`config.mk`:
```
export PLATFORM = sky130hd
export DESIGN_NAME = operand_dispatch_rs_flat
export DESIGN_NICKNAME = d
export VERILOG_FILES = /design/src/rtl/operand_dispatch_rs_pkg.sv /design/src/rtl/operand_dispatch_rs_if.sv /design/src/rtl/operand_dispatch_rs_slot.sv /design/src/rtl/operand_dispatch_rs.sv /design/src/flat_wrapper.sv
export SDC_FILE = /design/constraint.sdc
export NUM_CORES = 1
export LEC_CHECK = 0
export BUFFER_PORTS_ARGS = -buffer_cell sky130_fd_sc_hd__clkbuf_2
export CORE_MARGIN = 4
export CORE_UTILIZATION = 55
export CTS_BUF_LIST = sky130_fd_sc_hd__clkbuf_8 sky130_fd_sc_hd__clkbuf_16
export CTS_CLUSTER_SIZE = 30
export DETAILED_ROUTE_END_ITERATION = 8
export GPL_TIMING_DRIVEN = 0
export MAX_ROUTING_LAYER = met4
export PLACE_DENSITY = 0.8
export SETUP_SLACK_MARGIN = 0.2
export SYNTH_ARGS = -nofsm -noshare
export SYNTH_HDL_FRONTEND = slang
export SYNTH_SLANG_ARGS = --single-unit
export TNS_END_PERCENT = 20
```
`constraint.sdc`:
```
create_clock -name Clock -period 11.9 [get_ports Clock]
set_clock_uncertainty 0.1 [all_clocks]
set_input_delay 1.785 -clock Clock [delete_from_list [all_inputs] [get_ports Clock]]
set_output_delay 1.785 -clock Clock [all_outputs]
set_load 0.01 [all_outputs]
```
`src/rtl/operand_dispatch_rs_pkg.sv`:
```
// operand_dispatch_rs_pkg: shared tags, idle value, opcodes and entry state encoding
package operand_dispatch_rs_pkg;
    localparam int NO_TAG = 0;
    localparam logic [15:0] SEM_VALOR_DEF = 16'hFFF0;
    localparam logic [2:0] OP_LOAD = 3'd5;
    localparam logic [2:0] OP_STORE = 3'd6;
    typedef enum logic [1:0] {
        ST_FREE  = 2'd0,
        ST_WAIT  = 2'd1,
        ST_READY = 2'd2
    } slot_state_t;
endpackage

```
`src/rtl/operand_dispatch_rs_if.sv`:
```
// operand_dispatch_rs_if: allocation, CDB and functional-unit handshake bundle
interface operand_dispatch_rs_if #(
    parameter int DATA_W = 16,
    parameter int TAG_W = 3,
    parameter int NENT = 4,
    parameter int A_W = 7
);
    logic Flush, Alloc_valid, Alloc_ready, Alloc_use_A, CDB_valid, Uf_valid, Uf_ready;
    logic [2:0] Alloc_op, Uf_op;
    logic [DATA_W-1:0] Alloc_Vj, Alloc_Vk, CDB_data, Uf_op0, Uf_op1, Uf_op2;
    logic [TAG_W-1:0] Alloc_Qj, Alloc_Qk, Alloc_dst, CDB_tag, Uf_dst;
    logic [A_W-1:0] Alloc_A;
    logic [NENT-1:0] Busy_mask;
    modport master (
        output Flush, Alloc_valid, Alloc_op, Alloc_Vj, Alloc_Vk, Alloc_Qj, Alloc_Qk, Alloc_A,
               Alloc_use_A, Alloc_dst, CDB_valid, CDB_tag, CDB_data, Uf_ready,
        input  Alloc_ready, Uf_valid, Uf_op, Uf_dst, Uf_op0, Uf_op1, Uf_op2, Busy_mask
    );
    modport slave (
        input  Flush, Alloc_valid, Alloc_op, Alloc_Vj, Alloc_Vk, Alloc_Qj, Alloc_Qk, Alloc_A,
               Alloc_use_A, Alloc_dst, CDB_valid, CDB_tag, CDB_data, Uf_ready,
        output Alloc_ready, Uf_valid, Uf_op, Uf_dst, Uf_op0, Uf_op1, Uf_op2, Busy_mask
    );
endinterface

```
`src/rtl/operand_dispatch_rs_slot.sv`:
```
// operand_dispatch_rs_slot: one pending op with CDB snoop and same-cycle alloc bypass
module operand_dispatch_rs_slot
    import operand_dispatch_rs_pkg::*;
#(
    parameter int DATA_W = 16,
    parameter int TAG_W = 3,
    parameter int A_W = 7
) (
    input  logic              Clock,
    input  logic              Reset,
    input  logic              flush,
    input  logic              alloc_en,
    input  logic [2:0]        alloc_op,
    input  logic [DATA_W-1:0] alloc_vj,
    input  logic [DATA_W-1:0] alloc_vk,
    input  logic [TAG_W-1:0]  alloc_qj,
    input  logic [TAG_W-1:0]  alloc_qk,
    input  logic [A_W-1:0]    alloc_a,
    input  logic              alloc_use_a,
    input  logic [TAG_W-1:0]  alloc_dst,
    input  logic              cdb_valid,
    input  logic [TAG_W-1:0]  cdb_tag,
    input  logic [DATA_W-1:0] cdb_data,
    input  logic              take,
    output logic              busy,
    output logic              ready,
    output logic [2:0]        op,
    output logic [TAG_W-1:0]  dst,
    output logic [DATA_W-1:0] vj,
    output logic [DATA_W-1:0] vk,
    output logic [DATA_W-1:0] op2
);
    slot_state_t state_q, state_d;
    logic [2:0] op_q, op_d;
    logic [TAG_W-1:0] dst_q, dst_d, qj_q, qj_d, qk_q, qk_d;
    logic [DATA_W-1:0] vj_q, vj_d, vk_q, vk_d;
    logic [A_W-1:0] a_q, a_d;
    logic use_a_q, use_a_d, cdb_hit;

    // Entry lifecycle: load on alloc (with bypass), capture broadcasts while waiting, free on dispatch
    always_comb begin
        cdb_hit = cdb_valid && cdb_tag != TAG_W'(NO_TAG);
        state_d = state_q;
        op_d = op_q;
        dst_d = dst_q;
        vj_d = vj_q;
        vk_d = vk_q;
        qj_d = qj_q;
        qk_d = qk_q;
        a_d = a_q;
        use_a_d = use_a_q;
        if (flush) begin
            state_d = ST_FREE;
        end else if (state_q == ST_FREE && alloc_en) begin
            op_d = alloc_op;
            dst_d = alloc_dst;
            a_d = alloc_a;
            use_a_d = alloc_use_a;
            vj_d = (cdb_hit && cdb_tag == alloc_qj) ? cdb_data : alloc_vj;
            qj_d = (cdb_hit && cdb_tag == alloc_qj) ? '0 : alloc_qj;
            vk_d = (cdb_hit && cdb_tag == alloc_qk) ? cdb_data : alloc_vk;
            qk_d = (cdb_hit && cdb_tag == alloc_qk) ? '0 : alloc_qk;
            state_d = (qj_d == '0 && qk_d == '0) ? ST_READY : ST_WAIT;
        end else if (state_q == ST_WAIT) begin
            vj_d = (cdb_hit && cdb_tag == qj_q) ? cdb_data : vj_q;
            qj_d = (cdb_hit && cdb_tag == qj_q) ? '0 : qj_q;
            vk_d = (cdb_hit && cdb_tag == qk_q) ? cdb_data : vk_q;
            qk_d = (cdb_hit && cdb_tag == qk_q) ? '0 : qk_q;
            state_d = (qj_d == '0 && qk_d == '0) ? ST_READY : ST_WAIT;
        end else if (state_q == ST_READY && take) begin
            state_d = ST_FREE;
        end
    end

    // Entry registers
    always_ff @(posedge Clock or posedge Reset) begin
        if (Reset) begin
            state_q <= ST_FREE;
            op_q <= '0;
            dst_q <= '0;
            vj_q <= '0;
            vk_q <= '0;
            qj_q <= '0;
            qk_q <= '0;
            a_q <= '0;
            use_a_q <= 1'b0;
        end else begin
            state_q <= state_d;
            op_q <= op_d;
            dst_q <= dst_d;
            vj_q <= vj_d;
            vk_q <= vk_d;
            qj_q <= qj_d;
            qk_q <= qk_d;
            a_q <= a_d;
            use_a_q <= use_a_d;
        end
    end

    assign busy = state_q != ST_FREE;
    assign ready = state_q == ST_READY;
    assign op = op_q;
    assign dst = dst_q;
    assign vj = vj_q;
    assign vk = vk_q;
    assign op2 = use_a_q ? {{(DATA_W-A_W){1'b0}}, a_q} : vk_q;
endmodule

```
`src/rtl/operand_dispatch_rs.sv`:
```
// operand_dispatch_rs: operand collector with lowest-free alloc and round-robin registered dispatch
module operand_dispatch_rs
    import operand_dispatch_rs_pkg::*;
#(
    parameter int DATA_W = 16,
    parameter int TAG_W = 3,
    parameter int NENT = 4,
    parameter int A_W = 7,
    parameter logic [DATA_W-1:0] SEM_VALOR = SEM_VALOR_DEF
) (
    input logic Clock,
    input logic Reset,
    operand_dispatch_rs_if.slave bus
);
    localparam int PW = (NENT > 1) ? $clog2(NENT) : 1;

    logic [NENT-1:0] busy, rdy, alloc_en, take;
    logic [2:0] s_op [NENT];
    logic [TAG_W-1:0] s_dst [NENT];
    logic [DATA_W-1:0] s_vj [NENT], s_vk [NENT], s_op2 [NENT];
    logic found, load;
    logic [PW-1:0] pick, cand, rr_q, rr_d;
    int sum;
    logic valid_q, valid_d;
    logic [DATA_W-1:0] op0_q, op0_d, op1_q, op1_d, op2_q, op2_d;
    logic [2:0] uop_q, uop_d;
    logic [TAG_W-1:0] udst_q, udst_d;

    // Lowest-index free entry; busy+1 isolates the first zero bit of busy
    assign alloc_en = (bus.Alloc_valid && !(&busy)) ? (~busy & (busy + NENT'(1))) : '0;
    assign load = !valid_q || bus.Uf_ready;
    assign take = (load && found) ? (NENT'(1) << pick) : '0;

    for (genvar i = 0; i < NENT; i++) begin : g_slot
        operand_dispatch_rs_slot #(.DATA_W(DATA_W), .TAG_W(TAG_W), .A_W(A_W)) u_slot (
            .Clock(Clock), .Reset(Reset), .flush(bus.Flush), .alloc_en(alloc_en[i]),
            .alloc_op(bus.Alloc_op), .alloc_vj(bus.Alloc_Vj), .alloc_vk(bus.Alloc_Vk),
            .alloc_qj(bus.Alloc_Qj), .alloc_qk(bus.Alloc_Qk), .alloc_a(bus.Alloc_A),
            .alloc_use_a(bus.Alloc_use_A), .alloc_dst(bus.Alloc_dst),
            .cdb_valid(bus.CDB_valid), .cdb_tag(bus.CDB_tag), .cdb_data(bus.CDB_data),
            .take(take[i]), .busy(busy[i]), .ready(rdy[i]), .op(s_op[i]), .dst(s_dst[i]),
            .vj(s_vj[i]), .vk(s_vk[i]), .op2(s_op2[i])
        );
    end

    // Round-robin pick: first READY entry scanning upward from rr_ptr with wrap
    always_comb begin
        found = 1'b0;
        pick = '0;
        sum = 0;
        cand = '0;
        for (int k = 0; k < NENT; k++) begin
            sum = int'(rr_q) + k;
            cand = PW'(sum >= NENT ? sum - NENT : sum);
            if (!found && rdy[cand]) begin
                found = 1'b1;
                pick = cand;
            end
        end
    end

    // Output stage: hold while stalled, load the pick or go idle otherwise; flush keeps rr_ptr
    always_comb begin
        valid_d = valid_q;
        op0_d = op0_q;
        op1_d = op1_q;
        op2_d = op2_q;
        uop_d = uop_q;
        udst_d = udst_q;
        rr_d = rr_q;
        if (bus.Flush) begin
            valid_d = 1'b0;
            op0_d = SEM_VALOR;
            op1_d = SEM_VALOR;
            op2_d = SEM_VALOR;
            uop_d = '0;
            udst_d = '0;
        end else if (load && found) begin
            valid_d = 1'b1;
            op0_d = s_vk[pick];
            op1_d = s_vj[pick];
            op2_d = s_op2[pick];
            uop_d = s_op[pick];
            udst_d = s_dst[pick];
            rr_d = (pick == PW'(NENT - 1)) ? '0 : pick + PW'(1);
        end else if (load) begin
            valid_d = 1'b0;
            op0_d = SEM_VALOR;
            op1_d = SEM_VALOR;
            op2_d = SEM_VALOR;
        end
    end

    // Output and arbiter registers
    always_ff @(posedge Clock or posedge Reset) begin
        if (Reset) begin
            valid_q <= 1'b0;
            op0_q <= SEM_VALOR;
            op1_q <= SEM_VALOR;
            op2_q <= SEM_VALOR;
            uop_q <= '0;
            udst_q <= '0;
            rr_q <= '0;
        end else begin
            valid_q <= valid_d;
            op0_q <= op0_d;
            op1_q <= op1_d;
            op2_q <= op2_d;
            uop_q <= uop_d;
            udst_q <= udst_d;
            rr_q <= rr_d;
        end
    end

    assign bus.Alloc_ready = !(&busy);
    assign bus.Busy_mask = busy;
    assign bus.Uf_valid = valid_q;
    assign bus.Uf_op0 = op0_q;
    assign bus.Uf_op1 = op1_q;
    assign bus.Uf_op2 = op2_q;
    assign bus.Uf_op = uop_q;
    assign bus.Uf_dst = udst_q;
endmodule

```
`src/flat_wrapper.sv`:
```
// flat-port wrapper written by rule: the top's interface ports become plain ports
module operand_dispatch_rs_flat import operand_dispatch_rs_pkg::*;
#(
    parameter int DATA_W = 16,
    parameter int TAG_W = 3,
    parameter int NENT = 4,
    parameter int A_W = 7,
    parameter logic [DATA_W-1:0] SEM_VALOR = SEM_VALOR_DEF
)
  (Clock, Reset, bus_Flush, bus_Alloc_valid, bus_Alloc_op, bus_Alloc_Vj, bus_Alloc_Vk, bus_Alloc_Qj, bus_Alloc_Qk, bus_Alloc_A, bus_Alloc_use_A, bus_Alloc_dst, bus_CDB_valid, bus_CDB_tag, bus_CDB_data, bus_Uf_ready, bus_Alloc_ready, bus_Uf_valid, bus_Uf_op, bus_Uf_dst, bus_Uf_op0, bus_Uf_op1, bus_Uf_op2, bus_Busy_mask);
  operand_dispatch_rs_if #(.DATA_W(DATA_W), .TAG_W(TAG_W), .NENT(NENT), .A_W(A_W)) bus_i ();
  input logic Clock;
  input logic Reset;
  input wire logic [$bits(bus_i.Flush)-1:0] bus_Flush;
  input wire logic [$bits(bus_i.Alloc_valid)-1:0] bus_Alloc_valid;
  input wire logic [$bits(bus_i.Alloc_op)-1:0] bus_Alloc_op;
  input wire logic [$bits(bus_i.Alloc_Vj)-1:0] bus_Alloc_Vj;
  input wire logic [$bits(bus_i.Alloc_Vk)-1:0] bus_Alloc_Vk;
  input wire logic [$bits(bus_i.Alloc_Qj)-1:0] bus_Alloc_Qj;
  input wire logic [$bits(bus_i.Alloc_Qk)-1:0] bus_Alloc_Qk;
  input wire logic [$bits(bus_i.Alloc_A)-1:0] bus_Alloc_A;
  input wire logic [$bits(bus_i.Alloc_use_A)-1:0] bus_Alloc_use_A;
  input wire logic [$bits(bus_i.Alloc_dst)-1:0] bus_Alloc_dst;
  input wire logic [$bits(bus_i.CDB_valid)-1:0] bus_CDB_valid;
  input wire logic [$bits(bus_i.CDB_tag)-1:0] bus_CDB_tag;
  input wire logic [$bits(bus_i.CDB_data)-1:0] bus_CDB_data;
  input wire logic [$bits(bus_i.Uf_ready)-1:0] bus_Uf_ready;
  output wire logic [$bits(bus_i.Alloc_ready)-1:0] bus_Alloc_ready;
  output wire logic [$bits(bus_i.Uf_valid)-1:0] bus_Uf_valid;
  output wire logic [$bits(bus_i.Uf_op)-1:0] bus_Uf_op;
  output wire logic [$bits(bus_i.Uf_dst)-1:0] bus_Uf_dst;
  output wire logic [$bits(bus_i.Uf_op0)-1:0] bus_Uf_op0;
  output wire logic [$bits(bus_i.Uf_op1)-1:0] bus_Uf_op1;
  output wire logic [$bits(bus_i.Uf_op2)-1:0] bus_Uf_op2;
  output wire logic [$bits(bus_i.Busy_mask)-1:0] bus_Busy_mask;
  assign bus_i.Flush = bus_Flush;
  assign bus_i.Alloc_valid = bus_Alloc_valid;
  assign bus_i.Alloc_op = bus_Alloc_op;
  assign bus_i.Alloc_Vj = bus_Alloc_Vj;
  assign bus_i.Alloc_Vk = bus_Alloc_Vk;
  assign bus_i.Alloc_Qj = bus_Alloc_Qj;
  assign bus_i.Alloc_Qk = bus_Alloc_Qk;
  assign bus_i.Alloc_A = bus_Alloc_A;
  assign bus_i.Alloc_use_A = bus_Alloc_use_A;
  assign bus_i.Alloc_dst = bus_Alloc_dst;
  assign bus_i.CDB_valid = bus_CDB_valid;
  assign bus_i.CDB_tag = bus_CDB_tag;
  assign bus_i.CDB_data = bus_CDB_data;
  assign bus_i.Uf_ready = bus_Uf_ready;
  assign bus_Alloc_ready = bus_i.Alloc_ready;
  assign bus_Uf_valid = bus_i.Uf_valid;
  assign bus_Uf_op = bus_i.Uf_op;
  assign bus_Uf_dst = bus_i.Uf_dst;
  assign bus_Uf_op0 = bus_i.Uf_op0;
  assign bus_Uf_op1 = bus_i.Uf_op1;
  assign bus_Uf_op2 = bus_i.Uf_op2;
  assign bus_Busy_mask = bus_i.Busy_mask;
  operand_dispatch_rs #(.DATA_W(DATA_W), .TAG_W(TAG_W), .NENT(NENT), .A_W(A_W), .SEM_VALOR(SEM_VALOR)) u_core (.Clock(Clock), .Reset(Reset), .bus(bus_i));
endmodule
```
# Yosys cells after proc, flatten, opt, wreduce, memory -nomap -nowiden
# Index checks and enable logic that the tools add are counted.
# totals
reg_bits,273
input_bits,77
output_inout_bits,60
word_cells,304
# op_classes
addsub,9
order_cmp,9
eq_ne,19
n_shift,1
muxes,129
bitwise,4
n_reduce_logical,90
# op_table
cell,n
$mux W16,43
$mux W3,34
$bmux W16 S2,3
$mux W2,30
$reduce_bool A2 Y1,17
$eq A3 B3 Y1,10
$logic_not A3 Y1,10
$logic_and A1 B1 Y1,29
$reduce_and A3 Y1,8
$reduce_and A2 Y1,9
$reduce_bool A4 Y1,4
$bmux W3 S2,2
$ge A3 B3 Y1 const B,4
$lt A2 B3 Y1 const B,4
$mux W1,11
$eq A2 B2 Y1 const B,5
$bmux W1 S2,4
$eq A2 B1 Y1 const B,4
$logic_not A2 Y1,4
$mux W4,2
$sub A2 B1 Y2 const B,4
$add A2 B2 Y3 const B,2
$reduce_bool A3 Y1,2
$logic_not A1 Y1,5
other kinds (11),11

# Longest topological paths before layout
# Gate-level depths: netlist (run 1).
# logic_depth
ltp_word,21
ltp_mapped,10
ltp_nobuf,8

# Modules after synthesis
# A second synthesis (run 1) with hierarchy kept.
# hier_totals
cells_unflattened,1617
area_unflattened_um2,16428.3
# modules_own_cells
module,instances,cells_per_inst,area_per_inst_um2,seq_area_each_um2
operand_dispatch_rs_slot,4,278,3020.4,1351.3
operand_dispatch_rs,1,505,4346.7,1471.4

# Least setup slack after synthesis (run 1)
# Ideal clock, no wire load.
# synth_path
kind,input to register
startpoint,input bus_CDB_tag[2]
endpoint,register u_core.g_slot[3].u_slot.vj_q[0]
setup_time_ns,0.125
arrival_time_ns,3.470
t_required_ns,11.675
slack_ns,8.204
path_stages,8
n_path_buf,3
cell_sequence,buf_2 > buf_4 > o31a_1 > nand4_4 > nand2_4 > buf_6 > mux2_4 > mux2_4
# synth_between
elab_chain_len,5
elab_cells_between_ends,10
classes_between,eq/ne (2); mux (2); reduce/logical (6)
# synth_rtl
element,line,source
from (decl),flat_wrapper.sv:25,input wire logic [$bits(bus_i.CDB_tag)-1:0] bus_CDB_tag;
$reduce_bool A3 Y1,operand_dispatch_rs_slot.sv:42,cdb_hit = cdb_valid && cdb_tag != TAG_W'(NO_TAG);
$logic_and A1 B1 Y1,operand_dispatch_rs_slot.sv:42,
$logic_and A1 B1 Y1 (on tied branches),"operand_dispatch_rs_slot.sv:65, operand_dispatch_rs_slot.sv:59",
$reduce_bool A2 Y1 (no source line) / $mux W16 (equally long branches),n/a,
$reduce_and A3 Y1 (no source line) / $mux W16 (equally long branches),n/a,
to (signal assigned),operand_dispatch_rs_slot.sv:91,vj_q <= vj_d;
to (decl),operand_dispatch_rs_slot.sv:36,"logic [DATA_W-1:0] vj_q, vj_d, vk_q, vk_d;"
# Parallel ways exist; a longest one is shown, timed or not.
# A chain may end at the register's enable or synchronous reset.

# Final worst setup path (run 1)
# layout_path
startpoint,input bus_CDB_tag[2]
endpoint,register u_core.g_slot[3].u_slot.vj_q[8]
# Same word-level chain as after synthesis.

==> results of run 1 <==
==> layer usage <==
| layer | vias to the layer above | GRT usage, % | routed length [um] |
|---|---|---|---|
| met5 | - | - | 0 |
| met4 | 0 | 13.7 | 2170 |
| met3 | 169 | 8.15 | 5070 |
| met2 | 811 | 50.6 | 21800 |
| met1 | 6137 | 42.4 | 18300 |
| li1 | 5284 | - | - |
==> synthesized netlist by cell type (4+ instances only) <==
library cell  count  area share (%)
dfrtp_1         237              41
nor4_1            8            0.34
mux2i_1         151              10
buf_4            13            0.67
xnor2_1          15            0.90
clkbuf_1         53             1.4
o21ai_0         139             4.8
nor2b_1           8            0.34
or3_1             4            0.17
o21ai_1           8            0.28
nor4b_1           4            0.24
nand3_1          41             1.4
dfstp_2          36             6.5
o221ai_1         26             1.6
buf_2            17            0.59
nand2b_1          8            0.34
a221o_1           8            0.55
a21oi_1          33             1.1
buf_6            10            0.78
a31oi_1          14            0.60
mux2_4           40             4.1
mux2_2           84             6.5
nor3_1           21            0.72
o31ai_1           4            0.21
inv_1            20            0.52
nand2_1         152             3.9
o31a_1            4            0.24
nor2_1           40             1.0
xor2_1           15            0.90
and3_1            4            0.17
a32o_1           18             1.2
a211oi_1          6            0.31
o22a_1           16            0.97
a221oi_1         19             1.1
==> worst max-delay path, cell delays in order <==
cell     delay (ns)
buf_2          0.16
buf_4          0.25
o31ai_1        0.15
nor3_1         0.37
a41oi_2        0.23
nor2_2         0.57
buf_6          0.28
mux2_4         0.32
==> power by group through the flow <==
stage	sequential [mW]	combinational [mW]	clock, mW
6_report	1.36	0.714	0.984
5_1_grt	1.38	0.785	1.03
4_1_cts	1.35	0.704	0.987
3_5_place_dp	1.36	0.698	0
3_3_place_gp	1.35	0.669	0
2_1_floorplan	1.31	0.509	0
==> area by class of cell <==
cell class / count / area (sq um)
diodes: 2 / 5.00
repair buffers: 134 / 716
clock buffers: 32 / 767
inverters: 22 / 90.1
well taps: 335 / 419
multi-input cells: 951 / 7060
clock inverters: 21 / 263
plain buffers: 96 / 505
flip-flops and latches: 273 / 6880
fillers: 2072 / 9280
==> final timing paths <==
check	start	endpoint	slack, ns	cells past startpoint
worst max-delay path	bus_CDB_tag[2]	u_core.g_slot[3].u_slot.vj[8]	8.10	8
worst min-delay path	u_core.g_slot[0].u_slot.vj[4]	u_core.g_slot[0].u_slot.vj[4]	0.38	2
worst max register to register	u_core.rr_q[1]	u_core.g_slot[3].u_slot.state_q[1]	8.74	10
worst min register to register	u_core.g_slot[0].u_slot.vj[4]	u_core.g_slot[0].u_slot.vj[4]	0.38	2
max in group asynchronous	Reset	u_core.g_slot[1].u_slot.qk_q[0]	9.78	3
min in group asynchronous	Reset	u_core.g_slot[3].u_slot.vj[1]	1.03	2
==> cells by family (layout without fill, tap and decap cells) <==
logic type	after synthesis	count (layout)
flip-flops	273	273
XOR/XNOR	30	30
AO/OA/AOI/OAI	329	329
multiplexers	275	275
buffers and inverters	118	305
AND/OR/NAND/NOR	316	316
other	0	2
adder cells (fa/ha/maj)	1	1
==> sequential cells by signal, summed over array words and instances, names as in the netlist, 4 cells and up <==
register                      count
u_core.g_slot.u_slot.dst         12
u_core.g_slot.u_slot.a_q         28
u_core.g_slot.u_slot.state_q      8
u_core.g_slot.u_slot.op          12
u_core.bus.Uf_op0                16
u_core.g_slot.u_slot.vj          64
u_core.g_slot.u_slot.vk          64
u_core.g_slot.u_slot.qk_q        12
u_core.g_slot.u_slot.qj_q        12
u_core.g_slot.u_slot.use_a_q      4
u_core.bus.Uf_op2                16
u_core.bus.Uf_op1                16
==> through the flow <==
step	setup slack [ns]	utilization (%)	cells
final	8.10	64.3	1866
after global placement	-0.424	60.0	1809
after floorplan	2.55	-	1342
after detailed placement	7.62	60.3	1811
after CTS	8.15	64.3	1864
after global routing	8.07	64.3	1865
==> run_results.csv, run 1 <==
group,metric,value,unit
cts,htree_levels,1,
cts,cts-root-buf,"clkbuf_16",
synthesis,synth-compound-area-share,15.2,%
global_routing,grtUsageTotal,33.1,%
timing,max_freq,263,MHz
worst_setup_path,crit_required,12.23,ns
route,drt_pass1_iterations,6,
cts,clkLatencyLatePin,0.55,ns
place,hpwl,32900,um
synthesis,synth_cells,1342,
worst_setup_path,cp-end-kind,"flip-flop",
synthesis,ys_seq_elements,273,
synthesis,synth_edf_count,0,
final_layout,final_cell_mix,"dfrtp_1, nand2_1, mux2i_1",
final_layout,drive_above_1_share,26.7,%
route,ant_nets,0,
synthesis,synth-simple-area-share,10.5,%
timing,slew_headroom,3.96,%
synthesis,synth_area,0.0145,sq mm
timing,tightestPinTransition,1.43,ns
floorplan,io_pins,137,
pwr,p_switching,0.973,mW
pwr,p_comb_share,23.4,%
route,viasPerCell,6.65,
cts,clock_sink_count,273,
synthesis,yosys.area_share.xor_xnor,1.81,%
synthesis,async_flop_share,100,%
floorplan,core_area,0.0260,sq mm
global_routing,antenna_found_initial,1,
global_routing,grt_pass1_vias,12300,
place,dpl-instance-area,0.0157,sq mm
timing,fin_crit,3.80,ns
cts,cts_resized,0,
timing,slew_viol_final,0,
pwr,vdd_drop_max,0.000111,V
cts,cts_tree,"built",
route,via_count,12400,
timing,whs,0.381,ns
outcome,outcome,"finished, final reports clean",
worst_hold_path,hold_path.class,"reg -> reg",
pwr,p_int,2.08,mW
final_layout,final_common_cell,"dfrtp_1",
timing,fin_crit_sh,31.9,%
synthesis,synth_cell_types,75,
cts,holdBufCountCts,0,
place,globalplace.congestion,0.946,
floorplan,die_x,170,um
final_layout,finalInstanceArea,0.0167,sq mm
synthesis,synth_warnings,0,
timing,rsz0062_at_grt,"no",
route,drc,0,
final_layout,nets,1585,
worst_setup_path,worstPathArrival,4.13,ns
timing,hold_viol,0,
global_routing,grt_first_pass_wirelength,72000,um
floorplan,die_y,170,um
floorplan,start_util,55.9,%
synthesis,synth_top_family_by_area,"multiplexers",
synthesis,synthMuxAreaShare,21.1,%
floorplan,die_area,0.0291,sq mm
timing,setup_viol,0,
global_routing,grt_start_max_net_pins,135,
cts,cts_made_buffers,29,
route,post_drt_wl_per_cell,25.4,um
final_layout,syn2layout_area_growth,15.1,%
route,routed_wl,47300,um
synthesis,synth.avg_cell_area,10.8,sq um
worst_setup_path,start_kind,"input port",
cts,cts_buffer_depth,3,
timing,fin_setup_tns,0,ns
pwr,power,3.06,mW
synthesis,ys.flop_type,"dfrtp_1",
synthesis,synth_fa_ha_area_share,0.0862,%
pwr,sequentialPowerShare,44.4,%
worst_setup_path,worstSetupPathType,"in -> reg",
worst_setup_path,critPathMaxFanout,10,
pwr,swShare,31.9,%
pwr,pwr-share-clk,32.2,%
cts,post_cts_buffers,0,
synthesis,yosysSeqAreaShare,47.4,%
run,drv_cap,0,
pwr,leakage,7.90,nW
floorplan,rows,59,
cts,clkTransAtPathRegs,0.06,ns
synthesis,syn_nets,1420,
global_routing,overflow,0,
pwr,pwr_density_cell,183,mW/mm^2
place,portBuffers,132,
route,drt_iter0_markers,1575,
Note: power is estimated with default switching activity, not from simulation.
==> inputs of run 2 (changes only) <==
==> constraint.sdc (replaced) <==
create_clock -name Clock -period 3.9 [get_ports Clock]
set_clock_uncertainty 0.1 [all_clocks]
set_input_delay 0.585 -clock Clock [delete_from_list [all_inputs] [get_ports Clock]]
set_output_delay 0.585 -clock Clock [all_outputs]
set_load 0.01 [all_outputs]
==> run_results.csv, run 2 (same netlist as run 1, synthesis figures left out) <==
group,metric,value,unit
final_layout,finalInstanceArea,0.0167,sq mm
place,globalplace.congestion,0.995,
pwr,pwr_density_cell,541,mW/mm^2
route,drt_iter0_markers,1545,
route,drc,0,
place,portBuffers,132,
place,placedCellCount,1816,
pwr,leakage,7.91,nW
global_routing,grt_start_max_net_pins,44,
global_routing,grt_pass1_vias,12400,
timing,rsz0062_at_grt,"no",
route,post_drt_wl_per_cell,25.5,um
global_routing,grt_first_pass_wirelength,72800,um
timing,fin_crit,3.21,ns
cts,cts-root-buf,"clkbuf_16",
cts,clock_sink_count,273,
worst_setup_path,crit_path_max_incr_delay,0.58,ns
place,hpwl,33400,um
global_routing,grtUsageTotal,33.4,%
timing,max_freq,312,MHz
final_layout,drive_above_1_share,26.4,%
worst_hold_path,hold_path.class,"in -> reg",
floorplan,io_pins,137,
final_layout,final_cell_mix,"dfrtp_1, nand2_1, mux2i_1",
route,ant_nets,0,
global_routing,antenna_found_initial,1,
worst_setup_path,worstPathArrival,3.53,ns
floorplan,rows,59,
cts,htree_levels,1,
worst_setup_path,cp_cell_sequence,"clkbuf_1 > nor3b_1 > o21ai_0 > nand3_1 > inv_1 > clkbuf_1 > ha_1 > nand2_1 > a21oi_1 > o31ai_1",
final_layout,fin_cells,1873,
timing,tightestPinTransition,1.40,ns
place,dpl-instance-area,0.0158,sq mm
cts,cts_made_buffers,29,
floorplan,die_y,170,um
final_layout,utilization,64.2,%
run,drv_cap,0,
route,via_count,12500,
timing,hold_viol,0,
timing,slew_viol_final,0,
final_layout,syn2layout_area_growth,15.0,%
worst_setup_path,start_kind,"flip-flop",
pwr,power,9.03,mW
worst_setup_path,cp_slowest_cell,"clkbuf_1",
route,drt_pass1_iterations,6,
worst_setup_path,crit_path_frequent_cell,"clkbuf_1",
worst_setup_path,worstSetupPathType,"reg -> reg",
worst_setup_path,cp-end-kind,"flip-flop",
cts,cts_buffer_depth,3,
cts,cts_tree,"built",
timing,slew_headroom,6.00,%
floorplan,die_area,0.0291,sq mm
timing,whs,0.185,ns
final_layout,final_common_cell,"dfrtp_1",
cts,post_cts_buffers,0,
cts,clkLatencyLatePin,0.58,ns
route,routed_wl,47800,um
final_layout,nets,1591,
global_routing,overflow,0,
cts,cts_resized,0,
floorplan,start_util,55.9,%
worst_setup_path,r2r_slack,0.69,ns
outcome,outcome,"finished, final reports clean",
floorplan,core_area,0.0260,sq mm
timing,setup_viol,0,
cts,clkTransAtPathRegs,0.07,ns
pwr,vdd_drop_max,0.000362,V
timing,fin_crit_sh,82.2,%
worst_setup_path,crit_buf_inv,3,
worst_setup_path,critPathTopFamily,"buffers and inverters",
worst_setup_path,crit_required,4.22,ns
route,viasPerCell,6.66,
floorplan,die_x,170,um
worst_setup_path,critPathMaxFanout,10,
==> run 2: cell types whose count changed in the layout (fill, tap and decap cells not counted), moves of 2 or more <==
cell / previous run / this run
bufinv_16: 6 / 0
buf_16: 2 / 0
clkinv_2: 7 / 2
buf_12: 0 / 7
inv_1: 23 / 31
clkbuf_8: 3 / 8
==> run 2: metrics by stage <==
step,TNS [ns],setup WS (ns)
finish,0,0.694
detailed placement,0,0.780
floorplan,-86.51,-0.365
global placement,-500.57,-2.05
CTS,0,0.842
global route,0,0.638
==> run 2: path summary, 6_finish.rpt <==
path | startpoint | to | depth (start not counted)
worst max-delay path | u_core.rr_q[1] | u_core.g_slot[3].u_slot.state_q[1] | 10
worst min-delay path | bus_Alloc_A[5] | u_core.g_slot[2].u_slot.a_q[5] | 2
worst max register to register | u_core.rr_q[1] | u_core.g_slot[3].u_slot.state_q[1] | 10
worst min register to register | u_core.g_slot[0].u_slot.vj[9] | u_core.g_slot[0].u_slot.vj[9] | 2
max in group asynchronous | Reset | u_core.bus.Uf_op1[15] | 6
min in group asynchronous | Reset | u_core.g_slot[3].u_slot.qk_q[0] | 3
==> run 2: layer usage <==
layer / share of wire [%] / GRT usage (%) / vias up
li1: - / - / 5297
met1: 39 / 43.2 / 6159
met2: 44 / 49.6 / 797
met3: 11 / 8.48 / 212
met4: 5.7 / 15.9 / 0
met5: 0 / - / -
==> run 2: final cells by class <==
class | instances | area [sq um]
Fill cell | 2057 | 9290
Multi-Input combinational cell | 951 | 7060
Sequential cell | 273 | 6880
Clock buffer | 37 | 836
Timing Repair Buffer | 140 | 811
Buffer | 96 | 505
Tap cell | 335 | 419
Clock inverter | 17 | 91.3
Inverter | 22 | 86.3
Antenna cell | 2 | 5.00
==> run 2: power breakdown <==
group / internal [mW] / switching (mW)
combinational: 0.950 / 1.25
clock: 1.51 / 1.18
sequential: 3.60 / 0.541
==> run 2: what timing repair did <==
action,in CTS,in global routing
hold buffers,1,0
endpoints found under the setup margin,0,0
hold endpoints to repair,19,0
